$ cat src/rtl/spi_register_controller.sv
// spi_register_controller
// Decodes an SPI address byte into a one-hot register-slot select and then
// forwards each data-phase byte to the selected slot.  The read byte that
// slot presents for the current index goes back to the SPI shifter.
// Unknown addresses are absorbed in a REJECT state that returns zero bytes.
// Optional feature: define SPI_REGISTER_CONTROLLER_ERROR_COUNT_EN to count
// (saturating) transactions that used an unknown address; without it,
// error_count is tied to zero.
module spi_register_controller #(
  parameter int unsigned NUM_REGS  = 4,
  parameter logic [7:0]  BASE_ADDR = 8'hB0
) (
  input  logic                  clock,
  input  logic                  reset,
  input  logic                  transaction_active,
  input  logic [7:0]            data_in,
  input  logic                  data_in_valid,
  output logic [NUM_REGS-1:0]   reg_enable,
  output logic                  reg_data_in_valid,
  output logic [7:0]            reg_write_data,
  output logic [7:0]            reg_byte_index,
  input  logic [NUM_REGS*8-1:0] reg_data_out,
  output logic [7:0]            data_out,
  output logic                  data_out_valid,
  output logic [7:0]            error_count
);

  localparam int unsigned SLOT_W     = (NUM_REGS > 1) ? $clog2(NUM_REGS) : 1;
  localparam logic [8:0]  NUM_REGS_9 = 9'(NUM_REGS);

  typedef enum logic [1:0] {IDLE, ADDRESS, DATA, REJECT} state_t;

  state_t              state;
  state_t              next_state;
  logic                cs_prev;
  logic [SLOT_W-1:0]   slot;
  logic [7:0]          offset;
  logic                addr_hit;
  logic                accept;
  logic [7:0]          sel_byte;

  // A byte is only acted on while chip select is still asserted.
  assign accept   = transaction_active && data_in_valid;
  assign offset   = data_in - BASE_ADDR;
  assign addr_hit = (data_in >= BASE_ADDR) && ({1'b0, offset} < NUM_REGS_9);

  // Chip-select history; resets high so that a select already asserted
  // when reset releases is not mistaken for a fresh rising edge.
  always_ff @(posedge clock or posedge reset) begin
    if (reset) cs_prev <= 1'b1;
    else       cs_prev <= transaction_active;
  end

  // State register.
  always_ff @(posedge clock or posedge reset) begin
    if (reset) state <= IDLE;
    else       state <= next_state;
  end

  // Next-state decode; chip-select low overrides everything.
  always_comb begin
    next_state = state;
    if (!transaction_active) begin
      next_state = IDLE;
    end else begin
      case (state)
        IDLE:    if (!cs_prev) next_state = ADDRESS;
        ADDRESS: if (data_in_valid) next_state = addr_hit ? DATA : REJECT;
        default: next_state = state;
      endcase
    end
  end

  // One-hot slot select, only driven while in DATA.
  always_comb begin
    reg_enable = '0;
    for (int unsigned k = 0; k < NUM_REGS; k++) begin
      reg_enable[k] = (state == DATA) && (slot == SLOT_W'(k));
    end
  end

  // Read-byte mux: only the latched slot's input is ever looked at.
  always_comb begin
    sel_byte = '0;
    for (int unsigned k = 0; k < NUM_REGS; k++) begin
      if (slot == SLOT_W'(k)) sel_byte = reg_data_out[k*8 +: 8];
    end
  end

  // Latch the addressed slot when the address byte decodes as valid.
  always_ff @(posedge clock or posedge reset) begin
    if (reset) begin
      slot <= '0;
    end else if (state == ADDRESS && accept && addr_hit) begin
      slot <= offset[SLOT_W-1:0];
    end
  end

  // Byte index: zero outside DATA, saturating count of data-phase strobes.
  always_ff @(posedge clock or posedge reset) begin
    if (reset) begin
      reg_byte_index <= '0;
    end else if (next_state != DATA) begin
      reg_byte_index <= '0;
    end else if (state == DATA && accept && reg_byte_index != 8'hFF) begin
      reg_byte_index <= reg_byte_index + 8'd1;
    end
  end

  // Data-phase forwarding and read-byte return; data_out holds between strobes.
  always_ff @(posedge clock or posedge reset) begin
    if (reset) begin
      reg_data_in_valid <= 1'b0;
      reg_write_data    <= '0;
      data_out          <= '0;
      data_out_valid    <= 1'b0;
    end else begin
      reg_data_in_valid <= 1'b0;
      data_out_valid    <= 1'b0;
      if (state == DATA && accept) begin
        reg_data_in_valid <= 1'b1;
        reg_write_data    <= data_in;
        data_out          <= sel_byte;
        data_out_valid    <= 1'b1;
      end else if (state == REJECT && accept) begin
        data_out          <= '0;
        data_out_valid    <= 1'b1;
      end
    end
  end

`ifdef SPI_REGISTER_CONTROLLER_ERROR_COUNT_EN
  // Saturating count of entries into REJECT.
  always_ff @(posedge clock or posedge reset) begin
    if (reset) begin
      error_count <= '0;
    end else if (state == ADDRESS && accept && !addr_hit && error_count != 8'hFF) begin
      error_count <= error_count + 8'd1;
    end
  end
`else
  assign error_count = '0;
`endif

endmodule

$ cat config.mk
export PLATFORM = sky130hd
export DESIGN_NAME = spi_register_controller
export DESIGN_NICKNAME = d
export VERILOG_FILES = /design/src/rtl/spi_register_controller.sv
export SDC_FILE = /design/constraint.sdc
export NUM_CORES = 1
export LEC_CHECK = 0
export CORE_AREA = 3 3 66 68
export CTS_BUF_LIST = sky130_fd_sc_hd__clkbuf_8
export CTS_CLUSTER_SIZE = 20
export DETAILED_ROUTE_END_ITERATION = 8
export DIE_AREA = 0 0 69 71
export GPL_TIMING_DRIVEN = 0
export PLACE_DENSITY = 0.88
export SLEW_MARGIN = 5
export SYNTH_ARGS = -nofsm -noshare
export SYNTH_HDL_FRONTEND = slang
export SYNTH_SLANG_ARGS = --single-unit
$ cat constraint.sdc
create_clock -name clock -period 1.89 [get_ports clock]
set_input_delay 0.4725 -clock clock [delete_from_list [all_inputs] [get_ports clock]]
set_output_delay 0.4725 -clock clock [all_outputs]
set_load 0.005 [all_outputs]
After elaboration in Yosys (flattened, before gate mapping) --
Cells that the tools add are included.
Cells by class: $lt $le $gt $ge 2, shift-type cells 0, divide/modulo/power cells 0, reduce and logical (&&, ||, !) cells 15, eq/ne operators 8, muxes and demuxes 16, bitwise operators 0, multiply operators 0, add/subtract/negate cells 2
Operator list (count):
- 8-bit 2-to-1 mux | 8
- 1-bit logical AND | 11
- 8-bit by 1-bit adder with 8-bit output (second input constant) | 1
- 2-bit equality test (second input constant) | 4
- 8-bit >= comparator (second input constant) | 1
- 8-bit by 3-bit < comparator with 1-bit output (second input constant) | 1
- 8-bit inequality test (second input constant) | 1
- 8-bit subtractor (second input constant) | 1
- 2-bit 2-to-1 mux | 3
- 2-bit by 1-bit equality test with 1-bit output (second input constant) | 2
- 2-bit zero test | 2
- 1-bit 2-to-1 mux | 4
- 2-bit one-hot mux with 2 select lines | 1
- 2-bit nonzero test | 2
- 2-bit inequality test (second input constant) | 1
Word-level totals: memories kept 0, memory bits (writable) 0, output and inout port bits 38, logic and storage cells 51, bits of input ports 44, ROM bits 0, bits in latches 0, register bits 31

Logic depth before layout (Yosys ltp) --
Gate-level depths: netlist of run 1.
depth in word-level cells 9, mapped depth 6, mapped depth without buffers 5

Least setup slack after synthesis of run 1 --
No wires, ideal clock.
path type register to register, start reg slot[0], end reg data_out[0], buffers on the path 1, arrival time 1.353 ns, required time 1.769 ns, setup time 0.121 ns, setup slack 0.416 ns, cell stages (with the launch flop) 4, cell sequence dfrtp_1 > buf_2 > mux4_2 > a22o_1
On the way: word-level cells in the longest chain between the ends 6
RTL lines:
- start, declared | line 36 | logic [SLOT_W-1:0] slot;
- start signal, assigned | line 95 | slot <= offset[SLOT_W-1:0];
- 2-bit zero test | line 86 | if (slot == SLOT_W'(k)) sel_byte = reg_data_out[k*8 +: 8];
- 8-bit 2-to-1 mux (3 in a row) | line 86
- 8-bit 2-to-1 mux (*) | line 86
- 8-bit 2-to-1 mux (*) | line 120 | if (state == DATA && accept) begin
- end signal, assigned | line 123 | data_out <= sel_byte;
- end, declared | line 23 | output logic [7:0] data_out,
Every way passes the cells marked *; elsewhere a longest branch is shown, timed or not. A chain may end at the register's enable or synchronous reset.

Worst setup path after layout of run 1 --
start reg slot[1], end out reg_enable[0]
On the way: word-level cells in the longest chain between the ends 2
RTL lines:
- 2-bit zero test | line 78 | reg_enable[k] = (state == DATA) && (slot == SLOT_W'(k));
- 1-bit logical AND | line 78
- end, declared | line 18 | output logic [NUM_REGS-1:0] reg_enable,
No other way between the ends.

==> flow_summary.toml, run 1 <==
[cts]
cts_sinks = 31
clk_path_buf_depth = 2
clk_pin_slew_worst_paths_ps = 60
tritoncts = "done"
cts_root_buffer = "clkbuf_8"
clk_latency_ps = 280
cts_hold_buf = 0
h-tree-depth = 2
cts_made_buffers = 5

[pwr]
p_int_w = 0.00154
vdd_drop_max_uv = 437
swShare_pct = 22.1
pwr-share-clk_pct = 34.1
p_sw_w = 0.000436
seqPwrFrac_pct = 41.2
combinationalPowerShare_pct = 24.7
power_density_nw_per_um2 = 770
total_power_w = 0.00198
p_leak_nw = 1.13

[sta]
max_freq_ghz = 0.555
finalHoldViolations = 0
setup_ws_ps = 88.5
rsz0062_at_grt = "no"
timing.setup.tns_ps = 0
drv_slew = 0
skew_ps = 5.52
slew_headroom_pct = 25.9
period_needed_ps = 1800
tightest_slew_ps = 1100
setup_viol = 0
period_share_pct = 95.3

[setup_path]
slowest_delay_ps = 440
endpoint_kind = "primary output"
rrSetupSlack_ps = 300
crit_fanout = 6
cp-start-kind = "flop"
r2r-start = "state[0]$_DFF_PP0_"
cp_cell_sequence = "buf_4 -> nor3b_1 -> dlygate4sd2_1"
crit_arrival_ps = 1330
required_ps = 1420
cpMaxStageDelayCell = "dfrtp_2"
critPathTopFamily = "flip-flops"
reg2reg_depth = 7
rr_endpoint = "reg_byte_index[5]$_DFFE_PP0P_"
path_class = "reg -> out"
worst-path-buf-inv = 2

[worst_hold_path]
min_from = "transaction_active"
holdPathEnd = "cs_prev$_DFF_PP1_"
worstHoldPathType = "in -> reg"
whs_path_depth = 1

[logic_synthesis]
synth_top_area_share_pct = 47.7
syn-instance-count = 130
yosys.area.top_type = "dfrtp_1"
ys_warn_count = 0
synth_cell_type_count = 33
synth_area_um2 = 1570
avgSynthCellArea_um2 = 12.1
ys_ff_latch = 31
yosysSeqAreaShare_pct = 49.4
ys_top_cells_by_area = "dfrtp_1 (48%), mux4_2 (11%), mux2_2 (7.2%)"

[final_layout]
synthToLayoutAreaGrowth_pct = 63.3
nNetsFinal = 267
layout-drive-gt1-share_pct = 22.9
insertedDiodeCount = 0
register_area_um2 = 781
mostFrequentLayoutCell = "clkdlybuf4s50_1"
mostFrequentLayoutCells = "clkdlybuf4s50_1 (68), dfrtp_1 (27), buf_4 (15)"
n_fill_cell = 332
multi_input_area_um2 = 728

[placed_design]
io_buffers = 73
dpl.hpwl_mm = 3.12
place_ws_ps = -195
routabilityCongestion = 0.760

[detailed_routing]
vias = 1378
wl_mm = 4.10
ant_nets = 0
drt_first_iter_violations = 52
dr.pass1.iters = 4
drc = 0
vias_per_cell = 5.05
wl_per_cell_um = 15.0

[floorplanning]
die_w_um = 69
die_h_um = 71
rows = 23
io_pins = 82
core-area_um2 = 3910
dieArea_um2 = 4900
start_util_pct = 40.2

[global_routing]
grt_max_degree = 32
grt_pass1_vias = 1417
antenna_found_initial = 0
grt_use_total_pct = 17.8
grt-ovfl-total = 0
grt_first_pass_wirelength_mm = 6.87

[outcome]
status = "finished, final reports clean"

[job]
maxCapViolCount = 0
## power groups by stage
| stage | sequential, W | clock, W | combinational, W |
|---|---|---|---|
| 2_1_floorplan | 0.000835 | 0 | 0.000157 |
| 3_3_place_gp | 0.000827 | 0 | 0.000468 |
| 3_5_place_dp | 0.000831 | 0 | 0.000479 |
| 4_1_cts | 0.000816 | 0.000691 | 0.000496 |
| 5_1_grt | 0.000827 | 0.000731 | 0.000530 |
| 6_report | 0.000816 | 0.000674 | 0.000489 |
## Yosys cell counts, drive strengths merged
library cell and number:
mux4 8, nand4 3, nand3 4, dfstp 1
and3 4, a311oi 1, conb 1, and2 2
inv 5, a211oi 2, ha 1, a31oi 2
nor3b 1, dfrtp 30, o41ai 1, buf 13
nand4bb 1, a21oi 2, nor3 4, nor2 9
nor4 1, o21bai 1, mux2 10, o21ai 2
nand2 7, nand2b 1, nor2b 1, a22o 8
and4b 1, mux2i 2, xor2 1
## through the flow
step                      hold slack [ps]  util, %  area, um2  instances
after floorplan                       477        -       1600        137
after CTS                             509     65.5       2560        273
after global placement                489     61.2       2390        260
after global routing                  398     65.7       2570        273
final                                 387     65.7       2570        273
after detailed placement              492     61.2       2390        260
## logic make-up after synthesis
logic type	count (synthesis)	synth area share, %
buf+inv	18	6.68
other cells	1	0.238
mux	20	19.9
flops	31	49.4
xor+xnor	1	0.557
simple gates	39	13.0
compound gates	19	9.54
fa+ha+maj	1	0.795
## flip-flops by register name (all words and copies together), names as in the netlist
| register | flops |
|---|---|
| reg_byte_index | 8 |
| cs_prev | 1 |
| state | 2 |
| data_out_valid | 1 |
| slot | 2 |
| data_out | 8 |
| reg_data_in_valid | 1 |
| reg_write_data | 8 |
## worst max-delay path by stage
| stage | start | endpoint | slack [ps] | depth (start not counted) |
|---|---|---|---|---|
| after floorplan | slot[0]$_DFFE_PP0P_ | data_out[0]$_DFFE_PP0P_ | 420 | 3 |
| final | slot[1]$_DFFE_PP0P_ | reg_enable[0] | 90 | 3 |
| after CTS | slot[1]$_DFFE_PP0P_ | reg_enable[0] | 80 | 3 |
| after global routing | slot[1]$_DFFE_PP0P_ | reg_enable[0] | 30 | 3 |
| after detailed placement | data_in_valid | reg_byte_index[6]$_DFFE_PP0P_ | -190 | 5 |
| after global placement | data_in_valid | reg_byte_index[6]$_DFFE_PP0P_ | -160 | 5 |
## routing by layer
| metal | vias to the layer above | track usage, % | part of all wire [%] |
|---|---|---|---|
| li1 | 649 | - | - |
| met2 | 60 | 30.0 | 52 |
| met1 | 661 | 21.4 | 39 |
| met4 | 0 | 6.07 | 1.9 |
| met3 | 8 | 6.11 | 6.8 |
| met5 | - | 0 | 0 |
## layout make-up
class / instances / share of cell area, %
clock inverter: 2 / 1.36
buffer: 12 / 3.46
sequential: 31 / 30.4
inverter: 5 / 0.730
timing repair buffer: 79 / 30.1
multi-input combinational: 88 / 28.3
clock buffer: 6 / 3.21
tap: 50 / 2.43
## repair_timing
action / 4_1_cts / 5_1_grt
setup endpoints to repair: 4 / 2
gates resized for setup: 11 / 2
setup buffers: 6 / 0
pin swaps: 0 / 0
Power figures use the tool's default switching activity.
==> inputs of run 2 (changes only) <==
CORE_AREA = 3 3 68 70   (was 3 3 66 68)
CTS_BUF_LIST = sky130_fd_sc_hd__clkbuf_8 sky130_fd_sc_hd__clkbuf_16   (was sky130_fd_sc_hd__clkbuf_8)
DIE_AREA = 0 0 71 73   (was 0 0 69 71)
GPL_ROUTABILITY_DRIVEN = 0   (was not set)
PLACE_DENSITY = 0.83   (was 0.88)
==> run 2 against run 1 <==
  * Wire length shrank 4.2%
  * Sequential power rose by 0.5%
  * Critical path depth up 1
  * Critical endpoint unchanged
  * Highest routed layer unchanged
==> flow_summary.toml, run 2 (synthesized netlist as in run 1, its figures left out) <==
[detailed_routing]
wl_per_cell_um = 14.4
drc = 0
vias_per_cell = 4.94
wl_mm = 3.93
vias = 1345
dr.pass1.iters = 4
drt_first_iter_violations = 68
ant_nets = 0

[worst_hold_path]
worstHoldPathType = "reg -> reg"
whs_path_depth = 1
holdPathEnd = "reg_write_data[2]$_DFFE_PP0P_"
min_from = "reg_write_data[2]$_DFFE_PP0P_"

[cts]
clk_path_buf_depth = 2
tritoncts = "done"
cts_root_buffer = "clkbuf_8"
h-tree-depth = 2
clk_latency_ps = 280
cts_made_buffers = 5
cts_hold_buf = 0
cts_sinks = 31
clk_pin_slew_worst_paths_ps = 70

[sta]
finalHoldViolations = 0
skew_ps = 9.99
slew_headroom_pct = 20.3
period_share_pct = 96.1
max_freq_ghz = 0.551
setup_viol = 0
worst_hold_slack_ps = 503
period_needed_ps = 1820
drv_slew = 0
rsz0062_at_grt = "no"
tightest_slew_ps = 1190
timing.setup.tns_ps = 0

[final_layout]
mostFrequentLayoutCell = "clkdlybuf4s50_1"
nNetsFinal = 266
reg_top3 = "data_out: 8 flops, reg_byte_index: 8 flops, reg_write_data: 8 flops"
synthToLayoutAreaGrowth_pct = 60.2
finish.instance_area_um2 = 2520
finalNonFillerCells = 272
layout-drive-gt1-share_pct = 20.7
mostFrequentLayoutCells = "clkdlybuf4s50_1 (69), dfrtp_1 (28), buf_4 (14)"
insertedDiodeCount = 0

[setup_path]
r2r-start = "state[1]$_DFF_PP0_"
rrSetupSlack_ps = 240
cpMaxStageDelayCell = "dfrtp_1"
endpoint_kind = "primary output"
cp-start-kind = "flop"
worst-path-buf-inv = 2
critPathTopFamily = "flip-flops"
path_class = "reg -> out"
slowest_delay_ps = 410
crit_arrival_ps = 1340
rr_endpoint = "reg_byte_index[6]$_DFFE_PP0P_"
reg2reg_depth = 5
required_ps = 1420
crit_fanout = 3
cp_cell_sequence = "nor2b_4 -> buf_4 -> nor3b_1 -> clkdlybuf4s15_1"

[placed_design]
dp.cells = 260
dpl_cell_area_um2 = 2390
dpl.hpwl_mm = 3.08
io_buffers = 73

[floorplanning]
rows = 23
dieArea_um2 = 5180
core-area_um2 = 4030
die_h_um = 73
io_pins = 82
die_w_um = 71
start_util_pct = 39.1

[pwr]
p_leak_nw = 1.11
power_density_nw_per_um2 = 711
vdd_drop_max_uv = 522
total_power_w = 0.00179

[global_routing]
grt_use_total_pct = 15.8
grt_pass1_vias = 1304
grt_first_pass_wirelength_mm = 6.18
antenna_found_initial = 0
grt_max_degree = 32
grt-ovfl-total = 0

[outcome]
status = "finished, final reports clean"

[job]
maxCapViolCount = 0
[run 2: cell types whose count changed in the layout (fill, tap and decap cells not counted), sizes merged]
cell | before | now
buf | 18 | 17
bufinv | 1 | 0
clkbuf | 6 | 5
clkdlybuf4s15 | 0 | 1
clkdlybuf4s50 | 68 | 69
clkinv | 2 | 1
dlygate4sd2 | 4 | 3
dlymetal6s2s | 1 | 0
inv | 4 | 7
[run 2: layer usage]
| layer | track usage [%] | up-vias | wire, um |
|---|---|---|---|
| met3 | 3.99 | 7 | 228 |
| met4 | 7.52 | 0 | 89 |
| li1 | - | 652 | - |
| met2 | 28.1 | 49 | 2030 |
| met1 | 17.7 | 637 | 1580 |
| met5 | 0 | - | 0 |
[run 2: layout make-up]
| cell class | count | area [um2] |
|---|---|---|
| timing repair buffer | 78 | 764 |
| tap | 50 | 62.6 |
| buffer | 12 | 88.8 |
| clock buffer | 5 | 68.8 |
| sequential | 31 | 779 |
| multi-input combinational | 88 | 726 |
| clock inverter | 3 | 12.5 |
| fill | 330 | 1510 |
| inverter | 5 | 18.8 |
[run 2: worst max-delay path by stage]
stage | start | cells past startpoint | slack, ps | endpoint
final | state[0]$_DFF_PP0_ | 4 | 70 | reg_enable[0]
after global routing | state[0]$_DFF_PP0_ | 4 | 7 | reg_enable[0]
after CTS | state[0]$_DFF_PP0_ | 4 | 40 | reg_enable[0]
after detailed placement | data_in_valid | 5 | -180 | reg_byte_index[6]$_DFFE_PP0P_
after global placement | data_in_valid | 5 | -180 | reg_byte_index[6]$_DFFE_PP0P_
after floorplan | slot[0]$_DFFE_PP0P_ | 3 | 420 | data_out[0]$_DFFE_PP0P_
[run 2: through the flow]
stage	util, %	setup WS, ps
floorplan	-	416
global placement	59.4	-176
detailed placement	59.4	-180
CTS	62.2	41.3
global route	62.6	7.09
finish	62.6	74.5
[run 2: where the power goes]
part	total [W]	switching [W]	internal [W]
logic	0.000484	0.000132	0.000352
registers	0.000820	0.0000555	0.000765
clock network	0.000488	0.000241	0.000247
total	0.00179	0.000429	0.00136
[run 2: timing repair]
action,in CTS,in global routing
endpoints found under the hold margin,0,0
setup endpoints to repair,4,2
gates resized for setup,9,2
setup buffers,4,1
